--- src/rtl/global_tick_pkg.sv ---
// Shared types and defaults for the global tick generator.
package global_tick_pkg;

  localparam int DIV_W_DEFAULT = 8;

  typedef enum logic {
    CFG_IDLE,
    CFG_PENDING
  } cfg_state_t;

  typedef logic [DIV_W_DEFAULT-1:0] div_t;

endpackage

--- src/rtl/tick_div_chan.sv ---
// One programmable divider channel: owns its counter and divide value and
// emits a one-cycle registered tick at the end of every period.
module tick_div_chan
  import global_tick_pkg::*;
#(
  parameter int DIV_W   = DIV_W_DEFAULT,
  parameter int DIV_RST = 1
) (
  input  logic             clk,
  input  logic             rst_n,
  input  logic             run,
  input  logic             sync,
  input  logic             load,
  input  logic [DIV_W-1:0] load_div,
  output logic             tick,
  output logic             tick_next,
  output logic             wrap_next,
  output logic             div_zero
);

  logic [DIV_W-1:0] cnt_q, cnt_d;
  logic [DIV_W-1:0] div_q, div_d;
  logic             tick_q, tick_d;

  assign div_zero  = (div_q == '0);
  assign wrap_next = run && !div_zero && (cnt_q == (div_q - DIV_W'(1)));
  assign tick      = tick_q;
  assign tick_next = tick_d;

  // Next-state: sync beats wrap beats count; a load restarts the period but
  // keeps the tick of a period that finishes in the same cycle.
  always_comb begin
    cnt_d  = cnt_q;
    div_d  = div_q;
    tick_d = 1'b0;
    if (sync) begin
      cnt_d = '0;
    end else if (wrap_next) begin
      cnt_d  = '0;
      tick_d = 1'b1;
    end else if (run && !div_zero) begin
      cnt_d = cnt_q + DIV_W'(1);
    end
    if (load) begin
      div_d = load_div;
      cnt_d = '0;
    end
  end

  // Channel state registers.
  always_ff @(posedge clk or negedge rst_n) begin
    if (!rst_n) begin
      cnt_q  <= '0;
      div_q  <= DIV_W'(DIV_RST);
      tick_q <= 1'b0;
    end else begin
      cnt_q  <= cnt_d;
      div_q  <= div_d;
      tick_q <= tick_d;
    end
  end

endmodule

--- src/rtl/global_tick_gen.sv ---
// Global tick generator: N_SUB divider channels, a one-deep config slot that
// applies new divide values only on period boundaries, and the OR'd global tick.
module global_tick_gen
  import global_tick_pkg::*;
#(
  parameter  int N_SUB   = 2,
  parameter  int DIV_W   = DIV_W_DEFAULT,
  parameter  int DIV_RST = 1,
  localparam int SEL_W   = (N_SUB > 1) ? $clog2(N_SUB) : 1
) (
  input  logic             clk,
  input  logic             rst_n,
  input  logic             run,
  input  logic             sync,
  input  logic             cfg_valid,
  output logic             cfg_ready,
  input  logic [SEL_W-1:0] cfg_sel,
  input  logic [DIV_W-1:0] cfg_div,
  output logic [N_SUB-1:0] tick,
  output logic             global_tick,
  output logic             busy
);

  cfg_state_t       state_q, state_d;
  logic [SEL_W-1:0] pend_sel_q, pend_sel_d;
  logic [DIV_W-1:0] pend_div_q, pend_div_d;
  logic             cfg_ready_q, cfg_ready_d;
  logic             busy_q, busy_d;
  logic             global_tick_q, global_tick_d;

  logic [N_SUB-1:0] load;
  logic [N_SUB-1:0] tick_nxt;
  logic [N_SUB-1:0] wrap_next;
  logic [N_SUB-1:0] div_zero;

  assign cfg_ready   = cfg_ready_q;
  assign busy        = busy_q;
  assign global_tick = global_tick_q;

  for (genvar g = 0; g < N_SUB; g++) begin : g_chan
    tick_div_chan #(
      .DIV_W  (DIV_W),
      .DIV_RST(DIV_RST)
    ) u_chan (
      .clk      (clk),
      .rst_n    (rst_n),
      .run      (run),
      .sync     (sync),
      .load     (load[g]),
      .load_div (pend_div_q),
      .tick     (tick[g]),
      .tick_next(tick_nxt[g]),
      .wrap_next(wrap_next[g]),
      .div_zero (div_zero[g])
    );
  end

  // Config FSM next-state: accept into the slot, then release it to the target
  // channel at the first safe boundary (wrap, disabled, stopped or sync).
  always_comb begin
    state_d       = state_q;
    pend_sel_d    = pend_sel_q;
    pend_div_d    = pend_div_q;
    cfg_ready_d   = cfg_ready_q;
    busy_d        = busy_q;
    load          = '0;
    global_tick_d = |tick_nxt;
    case (state_q)
      CFG_IDLE: begin
        if (cfg_valid && cfg_ready_q && (int'(cfg_sel) < N_SUB)) begin
          pend_sel_d  = cfg_sel;
          pend_div_d  = cfg_div;
          state_d     = CFG_PENDING;
          cfg_ready_d = 1'b0;
          busy_d      = 1'b1;
        end
      end
      CFG_PENDING: begin
        for (int i = 0; i < N_SUB; i++) begin
          if ((pend_sel_q == SEL_W'(i)) &&
              (wrap_next[i] || div_zero[i] || !run || sync)) begin
            load[i] = 1'b1;
          end
        end
        if (|load) begin
          state_d     = CFG_IDLE;
          cfg_ready_d = 1'b1;
          busy_d      = 1'b0;
        end
      end
      default: state_d = CFG_IDLE;
    endcase
  end

  // Config FSM, pending slot and global tick registers.
  always_ff @(posedge clk or negedge rst_n) begin
    if (!rst_n) begin
      state_q       <= CFG_IDLE;
      pend_sel_q    <= '0;
      pend_div_q    <= '0;
      cfg_ready_q   <= 1'b1;
      busy_q        <= 1'b0;
      global_tick_q <= 1'b0;
    end else begin
      state_q       <= state_d;
      pend_sel_q    <= pend_sel_d;
      pend_div_q    <= pend_div_d;
      cfg_ready_q   <= cfg_ready_d;
      busy_q        <= busy_d;
      global_tick_q <= global_tick_d;
    end
  end

endmodule

--- config.mk ---
export PLATFORM = sky130hd
export DESIGN_NAME = global_tick_gen
export DESIGN_NICKNAME = d
export VERILOG_FILES = /design/src/rtl/global_tick_pkg.sv /design/src/rtl/tick_div_chan.sv /design/src/rtl/global_tick_gen.sv
export SDC_FILE = /design/constraint.sdc
export NUM_CORES = 1
export LEC_CHECK = 0
export BUFFER_PORTS_ARGS = -buffer_cell sky130_fd_sc_hd__buf_4
export CORE_ASPECT_RATIO = 0.9
export CORE_MARGIN = 2
export CORE_UTILIZATION = 40
export CTS_CLUSTER_SIZE = 12
export DETAILED_ROUTE_END_ITERATION = 8
export PLACE_DENSITY = 0.58
export SYNTH_ARGS = -nofsm -noshare
export SYNTH_HDL_FRONTEND = slang
export SYNTH_SLANG_ARGS = --single-unit
--- constraint.sdc ---
create_clock -name clk -period 6.2 [get_ports clk]
set_input_delay 0.31 -clock clk [delete_from_list [all_inputs] [get_ports clk]]
set_output_delay 0.31 -clock clk [all_outputs]
set_load 0.05 [all_outputs]
==> results by group <==
Cells and area
  • Fin area: 2960 µm²
  • Area grow syn2layout: 10.8%
  • Fillers: 655
  • Fraction of layout instances using a drive strength above 1: 0.239
  • Fin nets: 287
  • Ant diodes: 0

Yosys
  • Synth area leaders: dfrtp_1 41%, mux2_2 10%, xnor2_1 7.2%
  • Syn avg cell area: about 10 µm²
  • Share of the synthesized area in the top cell type: 0.413
  • Synth warn: 0
  • Sequential-to-total area share from yosys stat: 0.442
  • Mapped Cells: 255
  • Cell variety after synth: 48
  • Post-synth EDFFs: 0
  • Mapped Nets: roughly 280
  • FFs w/ async S/R, synth: 1.00
  • Cell Area, Synth: 2670 µm²
  • Cell taking the most area after synthesis: dfrtp_1
  • Yosys reg bits: 47
  • Prevailing post-synth register cell: dfrtp_1

Drt
  • DR WL/cell: 15.2 µm
  • Via count: 1943
  • DRC viols: 0
  • Post-route ant nets: 0
  • Initial detailed-routing violation count: 90
  • First drt pass iteration count: 4
  • Total wire length: 5430 µm
  • Vias/cell: 5.43

Power and ir drop
  • Leakage power: 1.16 nW
  • Power Density: 420 nW/µm²
  • Maximum VDD drop: 0.256 mV

Clock tree
  • Clk sinks: 47
  • Hold buffer count at cts: 0
  • CTS Buf Count: 5
  • CTS Root Cell: clkbuf_8
  • Clock Latency Late Sink: 300 ps
  • Clock Pin Slew Worst Setup and Hold Paths: around 80 ps
  • Clock H-tree levels: 2
  • PostCTS Resize Cnt: 0
  • Setup Buffers After CTS: 0
  • CTS tree: built
  • Max clock buf depth: 2

STA
  • Relative slew slack: 0.439
  • Max Clock Freq: between 200 and 300 MHz
  • Final period utilization: 0.557
  • Fin crit period: 3450 ps
  • Worst-margin pin slew: about 840 ps
  • Slew Viols, Final: 0
  • Setup Viol. Count Final: 0
  • Unrepaired setup endpoints after global routing: false
  • TNS Setup: 0 ps
  • Hold Vio Cnt, Final: 0
  • Clock Skew: 10.1 ps

Die
  • Top Ports: 19
  • Chip width: around 90 µm
  • Die H: between 80 and 90 µm
  • Core ar.: 6520 µm²
  • Die Area: about 7300 µm²
  • Row cnt: 28
  • Starting Density: 0.410

GRT
  • First-pass GRT wire length: 9190 µm
  • Overflow after GRT: 0
  • Vias in the first global route: 1822
  • Pin count of the biggest net entering global routing: 48
  • Initial antenna violation count: 0
  • Gr usage total: 0.159

Placed design
  • Routability congestion estimate: 0.796
  • Final HPWL DP: 3890 µm
  • Placed standard-cell area: 2840 µm²
  • Port Buffers: 18

Flow run
  • Max Cap Viol: 0

Min path
  • Hold Path Class: input port to async pin

Critical path
  • Setup CP Type: flip-flop to flip-flop
  • Crit start category: flip-flop
  • Critical Path AT: 3640 ps
  • Crit Path Max Fanout: 15
  • Worst Setup End Kind: flip-flop
  • Req. time, crit path: about 6400 ps

Status
  • Run status: complete, no violations
## final timing paths
path	startpoint	end	slack, ps	depth (start not counted)
worst max register to register	g_chan[1].u_chan.div_q[0]$_DFFE_PN1N_	g_chan[1].u_chan.div_q[3]$_DFFE_PN0N_	2750	8
min in group clk	cfg_div[1]	pend_div_q[1]$_DFFE_PN0P_	240	2
worst min-delay path	rst_n	pend_div_q[7]$_DFFE_PN0P_	9	1
max in group asynchronous	rst_n	pend_div_q[6]$_DFFE_PN0P_	5800	1
worst min register to register	pend_div_q[2]$_DFFE_PN0P_	g_chan[0].u_chan.div_q[2]$_DFFE_PN0N_	550	1
worst max-delay path	g_chan[1].u_chan.div_q[0]$_DFFE_PN1N_	g_chan[1].u_chan.div_q[3]$_DFFE_PN0N_	2750	8
## report_power, final
group | switching [mW] | leakage [nW] | internal [mW] | total (mW)
Combinational | 0.219 | 0.512 | 0.250 | 0.469
Sequential | 0.124 | 0.591 | 0.415 | 0.539
Clock | 0.104 | 0.0612 | 0.131 | 0.234
Total | 0.447 | 1.16 | 0.795 | 1.24
## layout make-up
class | count | area (µm²) | area share
Multi-Input combinational cell | 188 | 1390 | 0.469
Tap cell | 90 | 113 | 0.0381
Clock buffer | 6 | 82.6 | 0.0279
Sequential cell | 47 | 1180 | 0.399
Clock inverter | 2 | 35.0 | 0.0118
Inverter | 7 | 26.3 | 0.00888
Timing Repair Buffer | 18 | 135 | 0.0457
## cells in the final DEF, fill, tap and decap left out, types with 5 or more instances in the layout
cell type	count
mux2_2	24
nor3_1	8
inv_1	7
clkbuf_8	6
xnor2_1	22
ha_1	6
nor2_1	9
nand2_1	26
a21oi_1	6
buf_4	18
nand3_1	16
xor2_1	5
dfrtp_1	44
## metal layers
layer  track usage  vias up  share of wire
met1         0.222      949           0.50
met5             0        -              0
li1              -      946              -
met3        0.0339        7          0.043
met4        0.0462        0          0.010
met2         0.250       41           0.45
## synth_stat cells (2+ instances only)
cell,number
xor2_1,5
a21oi_1,6
nand4b_1,2
and2_1,4
o31ai_1,3
ha_1,6
a211oi_1,3
dfstp_2,3
a211o_1,4
clkbuf_1,7
and3_1,3
inv_1,7
nand2_1,26
xnor2_1,22
nand3_1,16
nor3_1,8
nand4_1,4
nand3b_1,3
nor4_1,4
dfrtp_1,44
mux2_2,24
nor2b_1,3
or4_1,4
buf_4,2
or2_2,4
a31oi_1,4
or3_1,2
nor2_1,9
a311oi_1,4
## sequential cells by signal (all words and copies together), names as in the netlist
register / flops
cfg_ready: 1
state_q: 1
global_tick: 1
busy: 1
g_chan.u_chan.cnt_q: 16
pend_sel_q: 1
pend_div_q: 8
g_chan.u_chan.div_q: 16
g_chan.u_chan.tick: 2
## logic make-up (layout without fill, tap and decap cells)
logic type	Yosys count	count (layout)	share of synthesized area
AO/OA/AOI/OAI	32	32	0.0956
adder cells (fa/ha/maj)	6	6	0.0281
flip-flops	47	47	0.442
buffers and inverters	20	33	0.0384
AND/OR/NAND/NOR	98	98	0.200
multiplexers	25	25	0.107
XOR/XNOR	27	27	0.0886
## metrics by stage
stage          worst slack (ps)  hold slack [ps]  cells  power, mW  utilization
2_1_floorplan              3310             14.4    255      0.918            -
3_3_place_gp               2900              364    350       1.01        0.436
3_5_place_dp               2810              360    350       1.02        0.436
4_1_cts                    2800             32.0    358       1.26        0.454
5_1_grt                    2420             54.6    358       1.33        0.454
6_report                   2750             8.89    358       1.24        0.454
## critical path: stages (launching register included)
cell	delay, ps
dfstp_2	570
inv_1	70
ha_1	230
nor3b_1	160
xnor2_1	130
nor4_1	350
nand4_1	530
a31oi_2	890
mux2_2	410
Note: power is estimated with default switching activity, not from simulation.
